**config.mk**
```make
export PLATFORM = sky130hd
export DESIGN_NAME = instr_fetch_assembler
export DESIGN_NICKNAME = d
export VERILOG_FILES = /design/src/rtl/instr_fetch_assembler.sv
export SDC_FILE = /design/constraint.sdc
export NUM_CORES = 1
export LEC_CHECK = 0
export CORE_MARGIN = 2
export CORE_UTILIZATION = 55
export CTS_CLUSTER_SIZE = 25
export DETAILED_ROUTE_END_ITERATION = 7
export HOLD_SLACK_MARGIN = 0.06
export PLACE_DENSITY = 0.86
export SYNTH_ARGS = -nofsm -noshare
export SYNTH_HDL_FRONTEND = slang
export SYNTH_SLANG_ARGS = --single-unit
```
**constraint.sdc**
```tcl
create_clock -name clk -period 6 [get_ports clk]
set_clock_uncertainty 0.05 [all_clocks]
set_input_delay 1.5 -clock clk [delete_from_list [all_inputs] [get_ports clk]]
set_output_delay 1.5 -clock clk [all_outputs]
set_load 0.01 [all_outputs]
```
**src/rtl/instr_fetch_assembler.sv**
```systemverilog
// Halfword instruction fetch: reads 1-3 halfwords per instruction, assembles {hw0, hw1, hw2}
// and holds it for the decoder under valid/ready, with redirect from branch resolution.
module instr_fetch_assembler #(
  parameter logic [31:0] RESET_PC = 32'h0000_0000
) (
  input  logic        clk,
  input  logic        rst,
  output logic        mem_req,
  output logic [31:0] mem_addr,
  input  logic        mem_ack,
  input  logic [15:0] mem_rdata,
  output logic        instr_valid,
  input  logic        instr_ready,
  output logic [47:0] instr,
  output logic [1:0]  instr_len,
  output logic [31:0] instr_pc,
  input  logic        redirect_valid,
  input  logic [31:0] redirect_pc
);

  typedef enum logic [2:0] {
    StIdle,
    StFetch0,
    StFetch1,
    StFetch2,
    StHold
  } state_e;

  localparam logic [31:0] ResetPcAligned = RESET_PC & ~32'd1;

  state_e      r_state;
  logic [31:0] r_fetch_pc;
  logic        r_mem_req;
  logic [31:0] r_mem_addr;
  logic        r_instr_valid;
  logic [47:0] r_instr;
  logic [1:0]  r_instr_len;
  logic [31:0] r_instr_pc;

  logic [1:0]  w_hw0_len;
  logic [31:0] w_redirect_pc;
  logic [31:0] w_next_pc;

  // Group field of hw0 selects the instruction length in halfwords.
  always_comb begin
    w_hw0_len = 2'd2;
    case (mem_rdata[15:14])
      2'd0:    w_hw0_len = 2'd1;
      2'd3:    w_hw0_len = 2'd3;
      default: w_hw0_len = 2'd2;
    endcase
  end

  assign w_redirect_pc = redirect_pc & ~32'd1;
  assign w_next_pc     = r_fetch_pc + {29'd0, r_instr_len, 1'b0};

  always_ff @(posedge clk) begin
    if (rst) begin
      r_state       <= StIdle;
      r_fetch_pc    <= ResetPcAligned;
      r_mem_req     <= 1'b0;
      r_mem_addr    <= 32'd0;
      r_instr_valid <= 1'b0;
      r_instr       <= 48'd0;
      r_instr_len   <= 2'd0;
      r_instr_pc    <= 32'd0;
    end else if (redirect_valid) begin
      // Drops partial work and same-cycle ack data; a same-cycle handshake is simply consumed.
      r_state       <= StFetch0;
      r_fetch_pc    <= w_redirect_pc;
      r_mem_req     <= 1'b1;
      r_mem_addr    <= w_redirect_pc;
      r_instr_valid <= 1'b0;
    end else begin
      case (r_state)
        StIdle: begin
          r_state    <= StFetch0;
          r_mem_req  <= 1'b1;
          r_mem_addr <= r_fetch_pc;
        end
        StFetch0: begin
          if (mem_ack) begin
            r_instr     <= {mem_rdata, 32'd0};
            r_instr_len <= w_hw0_len;
            r_instr_pc  <= r_fetch_pc;
            if (w_hw0_len == 2'd1) begin
              r_state       <= StHold;
              r_mem_req     <= 1'b0;
              r_instr_valid <= 1'b1;
            end else begin
              r_state    <= StFetch1;
              r_mem_addr <= r_fetch_pc + 32'd2;
            end
          end
        end
        StFetch1: begin
          if (mem_ack) begin
            r_instr[31:16] <= mem_rdata;
            if (r_instr_len == 2'd2) begin
              r_state       <= StHold;
              r_mem_req     <= 1'b0;
              r_instr_valid <= 1'b1;
            end else begin
              r_state    <= StFetch2;
              r_mem_addr <= r_fetch_pc + 32'd4;
            end
          end
        end
        StFetch2: begin
          if (mem_ack) begin
            r_instr[15:0] <= mem_rdata;
            r_state       <= StHold;
            r_mem_req     <= 1'b0;
            r_instr_valid <= 1'b1;
          end
        end
        StHold: begin
          if (instr_ready) begin
            r_state       <= StFetch0;
            r_fetch_pc    <= w_next_pc;
            r_mem_req     <= 1'b1;
            r_mem_addr    <= w_next_pc;
            r_instr_valid <= 1'b0;
          end
        end
        default: begin
          r_state   <= StIdle;
          r_mem_req <= 1'b0;
        end
      endcase
    end
  end

  assign mem_req     = r_mem_req;
  assign mem_addr    = r_mem_addr;
  assign instr_valid = r_instr_valid;
  assign instr       = r_instr;
  assign instr_len   = r_instr_len;
  assign instr_pc    = r_instr_pc;

endmodule

```
Word level (Yosys, flattened, before mapping)
Index checks and enable logic that the tools add are counted.
{"block": "word_totals", "ff_bits": 151, "input_bits": 53, "out_inout_bits": 116, "elab_cells": 99}
{"block": "classes", "add_sub_neg": 3, "n_eq_ne": 23, "muxes": 38, "bitwise_logic": 1, "reduce_logical": 21}
{"cell": "$mux W32", "count": 10}
{"cell": "$pmux W32 S4", "count": 1}
{"cell": "$pmux W16 S2", "count": 2}
{"cell": "$add A32 B2 Y32 const B", "count": 1}
{"cell": "$add A32 B3 Y32", "count": 1}
{"cell": "$add A32 B3 Y32 const B", "count": 1}
{"cell": "$ne A3 B3 Y1 const B", "count": 8}
{"cell": "$mux W3", "count": 6}
{"cell": "$reduce_and A6 Y1", "count": 3}
{"cell": "$mux W16", "count": 1}
{"cell": "$ne A2 B2 Y1 const B", "count": 8}
{"cell": "$reduce_and A4 Y1", "count": 4}
{"cell": "$pmux W3 S5", "count": 1}
{"cell": "$mux W1", "count": 14}
{"cell": "$reduce_bool A2 Y1", "count": 4}
{"cell": "$reduce_bool A4 Y1", "count": 2}
{"cell": "$reduce_and A7 Y1", "count": 1}
{"cell": "$eq A3 B2 Y1 const B", "count": 2}
{"cell": "$pmux W1 S5", "count": 1}
{"cell": "$reduce_bool A5 Y1", "count": 1}
{"cell": "$eq A2 B2 Y1 const B", "count": 2}
{"cell": "$pmux W1 S4", "count": 1}
{"cell": "$pmux W2 S2", "count": 1}
{"cell": "$reduce_and A2 Y1", "count": 2}
{"cell": "other kinds (8)", "count": 8}

Logic depth before layout (Yosys ltp)
{"block": "logic_depth", "ltp_word": 7, "depth_mapped": 10, "depth_no_buf": 9}

Worst setup path before layout
OpenSTA, ideal clock, no wires.
{"block": "synth_path", "path_type": "input-to-reg", "from": "input port mem_rdata[14]", "to": "register r_mem_addr[25] (netlist: mem_addr[25])", "setup_time_ns": 0.120, "arrival_time_ns": 3.120, "t_required_ns": 5.830, "setup_slack_ns": 2.710, "stages": 9, "n_path_buf": 1, "cell_sequence": "inv_1 ha_1 nor3_1 a211oi_1 or3_1 buf_4 or4_1 o311a_1 o31a_1"}
{"block": "synth_via", "elab_chain_cells": 5, "word_cells_on_any_way": 6, "classes_between": "eq/ne: 3; mux: 1; reduce/logical: 2"}
{"item": "from (decl)", "line": "11", "rtl": "input logic [15:0] mem_rdata,"}
{"item": "$eq A2 B2 Y1 or $logic_not A2 Y1 (tied branches)", "line": "47", "rtl": "case (mem_rdata[15:14])"}
{"item": "$pmux W2 S2 (*)", "line": "47"}
{"item": "$eq A2 B1 Y1 (*)", "line": "86", "rtl": "if (w_hw0_len == 2'd1) begin"}
{"item": "$ne A3 B3 Y1 (no line) (*)"}
{"item": "$reduce_and A6 Y1 (no line) (*)"}
{"item": "to (signal assigned)", "line": "79", "rtl": "r_mem_addr <= r_fetch_pc;"}
{"item": "to (signal assigned)", "line": "92", "rtl": "r_mem_addr <= r_fetch_pc + 32'd2;"}
{"item": "to (signal assigned)", "line": "105", "rtl": "r_mem_addr <= r_fetch_pc + 32'd4;"}
{"item": "to (decl)", "line": "34", "rtl": "logic [31:0] r_mem_addr;"}
Every way passes the cells marked *; elsewhere a longest branch is shown, timed or not.
A chain may end at the register's enable or synchronous reset.

Worst setup path after layout
{"block": "layout_path", "from": "input port mem_rdata[15]", "to": "register r_mem_addr[28] (netlist: mem_addr[28])"}
The elaborated chain is that of the path after synthesis.

==> summary.txt <==
Clock network
  • Worst-path clk slew: 0.06 ns
  • CTS max path bufs: 2
  • Clk sink count: ~150
  • CTS H-Tree Depth: 4
  • Post-CTS Setup Bufs: 0
  • Clock Root Buffer: clkbuf_16
  • TritonCTS clock tree: yes
  • Post-CTS Resized: 0
  • CTS Buf Count: 17
  • Clock latency at the later pin of the worst-skew pair: 0.44 ns
  • Hold_buf cts: 0

Worst setup path
  • Crit path capture type: flip-flop
  • WP data arrival: 4.33 ns
  • Crit Path Category: in2reg
  • Worst reg-to-reg path cell count: 6
  • CP max FO: 18
  • Critical Path Start Type: primary input
  • Required time of the critical path: about 6.3 ns

Power
  • Clock share of power: 44.9%
  • Power density cells: around 260 mW/mm2
  • Leakage: between 3 and 4 nW
  • Maximum VDD drop: 0.000197 V
  • Comb pwr share: around an eighth
  • Sw Pwr: around 0.7 mW
  • P_int: approximately 1.9 mW
  • Switch share: 27.0%
  • Sequential share of power: 42.2%

Floorplan
  • Initial Util: between 50% and 60%
  • Core Rows: 43
  • Die area: roughly 0.015 mm2
  • # IOs: ~170
  • Core area: between 0.01 and 0.015 mm2
  • Die width: 123 um
  • Die height: between 100 and 150 um

Detailed routing
  • Initial detailed-routing violation count: about 900
  • Vias: approximately 8300
  • DRT Pass-1 Iters: 6
  • Routed Antenna Nets: 0
  • Routed WL per cell: roughly 19 um
  • # DRC: 0
  • DRT Wirelength: approximately 26 mm
  • Vias per Instance: ~6.2

Placed design
  • Placed Area: 0.00938 mm2
  • Dpl hpwl: roughly 17 mm
  • Placed Cells: 1294
  • I/O Buffers: between 150 and 200
  • Pre-CTS WS: ~1.6 ns
  • RePlAce Congestion: a little under 1

STA
  • RSZ-0062 raised after global routing: false
  • Fmax: between 200 and 250 MHz
  • Endpoints failing hold: 0
  • Slew @ Worst Pin: 1.20 ns
  • Setup Viol. Count Final: 0
  • Max_slew headroom: 19.4%
  • Setup tns final: 0 ns
  • Slew Limit Fails: 0
  • Worst setup margin: about 1.9 ns
  • Final Cycle Share: 68.1%
  • Post-route minimum period: about 4.1 ns

Logic synthesis
  • Synth Register Bits: between 100 and 150
  • Ys async rst share: 0%
  • Syn_area_per_cell: 7.55 um2
  • Post-synth top flop: dfxtp_1
  • Warnings, synthesis: 0
  • Register area share after synthesis: a little under two fifths
  • Top cells by area, synth: dfxtp_1, nand2_1, a21oi_1
  • Yosys cell types: 69
  • Largest area contributor in the netlist: dfxtp_1
  • Post-synth top cells: nand2_1, dfxtp_1, a21oi_1
  • Syn Std Cell Area: just under 0.008 mm2
  • Post-synth EDFFs: 0
  • Top-count cell post-synth: nand2_1
  • Mapped Cells: 1030
  • Top cell type's share of synthesized area: a little under two fifths

Status
  • Outcome: finished, final reports clean

Finish
  • Cell area after layout: ~0.010 mm2
  • Fin util: between 70% and 80%
  • Area grow syn2layout: 28.8%
  • Antenna diodes: 0
  • Layout cells sized above 1: ~5.7%
  • Non-filler cells, final: 1326
  • Nets: approximately 1200

Global route
  • Global-route wire length before repair: 40.4 mm
  • Vias in the first global route: 7863
  • Overflow after GRT: 0
  • Initial antenna violation count: 0
  • Largest net degree at the start of global routing: a little under 100
  • Total global-route track usage: between 30% and 40%

Job
  • Max-cap viol count: 0

Hold path
  • Min-delay worst type: reg2reg
  • Hold Path Depth: 2
## cell families after synthesis
kind of cell	share of synthesized area (%)
AND/OR/NAND/NOR	24.9
XOR/XNOR	5.18
AO/OA/AOI/OAI	24.3
flip-flops	38.1
buffers and inverters	6.32
other	0.0482
adder cells (fa/ha/maj)	1.22
## power by group through the flow
stage	clock network [mW]	logic, mW	registers [mW]
floorplan	0	0.201	1.08
global placement	0	0.324	1.11
detailed placement	0	0.328	1.11
CTS	1.17	0.331	1.09
global route	1.20	0.364	1.10
finish	1.16	0.335	1.09
## per-layer routing
layer  vias to the layer above  GRT usage (%)  part of all wire [%]
met3                        82           7.98                   9.5
met5                         -              0                     0
li1                       3858              -                     -
met1                      3877           43.2                    40
met4                         0           16.0                   3.8
met2                       465           55.4                    47
## flip-flops by register name, summed over array words and instances, names as in the netlist
| signal | count |
|---|---|
| instr | 48 |
| r_state | 3 |
| instr_len | 2 |
| mem_addr | 31 |
| mem_req | 1 |
| r_fetch_pc | 31 |
| instr_valid | 1 |
| instr_pc | 31 |
## worst max-delay path, cell delays in order
cell             delay [ns]
clkdlybuf4s50_1        0.51
inv_1                  0.12
ha_1                   0.20
nor3_1                 0.06
a211oi_1               0.41
or3_1                  0.74
nand2_1                0.41
o21ai_0                0.29
a41oi_1                0.07
## placed cells by master (no fill, tap or decap), drive strengths merged, types with 17 or more instances in the layout
cell type	synthesis	layout
clkbuf	61	18
nor3	24	24
nand2	172	172
dfxtp	148	148
a22oi	22	22
a211oi	17	17
nand3	39	39
inv	23	26
o21ai	50	50
nor2	79	79
xnor2	22	22
a21boi	20	20
xor2	24	24
nand4	27	27
clkdlybuf4s50	0	163
a21oi	124	124
## path summary, 6_finish.rpt
| path | endpoint | slack, ns | startpoint |
|---|---|---|---|
| max | mem_addr[28]$_SDFFE_PP0P_ | 1.92 | mem_rdata[15] |
| min | instr[8]$_SDFFE_PP0P_ | 0.40 | instr[8]$_SDFFE_PP0P_ |
| max reg2reg | mem_addr[29]$_SDFFE_PP0P_ | 2.26 | r_state[0]$_SDFFE_PP0P_ |
| min reg2reg | instr[8]$_SDFFE_PP0P_ | 0.40 | instr[8]$_SDFFE_PP0P_ |
## through the flow
stage	hold WS, ns	total power, mW
after global placement	0.386	1.44
after global routing	0.425	2.66
after detailed placement	0.393	1.44
after floorplan	0.426	1.28
final	0.399	2.59
after CTS	0.402	2.59
## area by class of cell
type	count	area [um2]
Clock buffer	18	439
Clock inverter	14	201
Fill cell	1062	3810
Inverter	24	90.1
Multi-Input combinational cell	766	4370
Sequential cell	148	2960
Tap cell	180	225
Timing Repair Buffer	176	1730
Power figures use the tool's default switching activity.
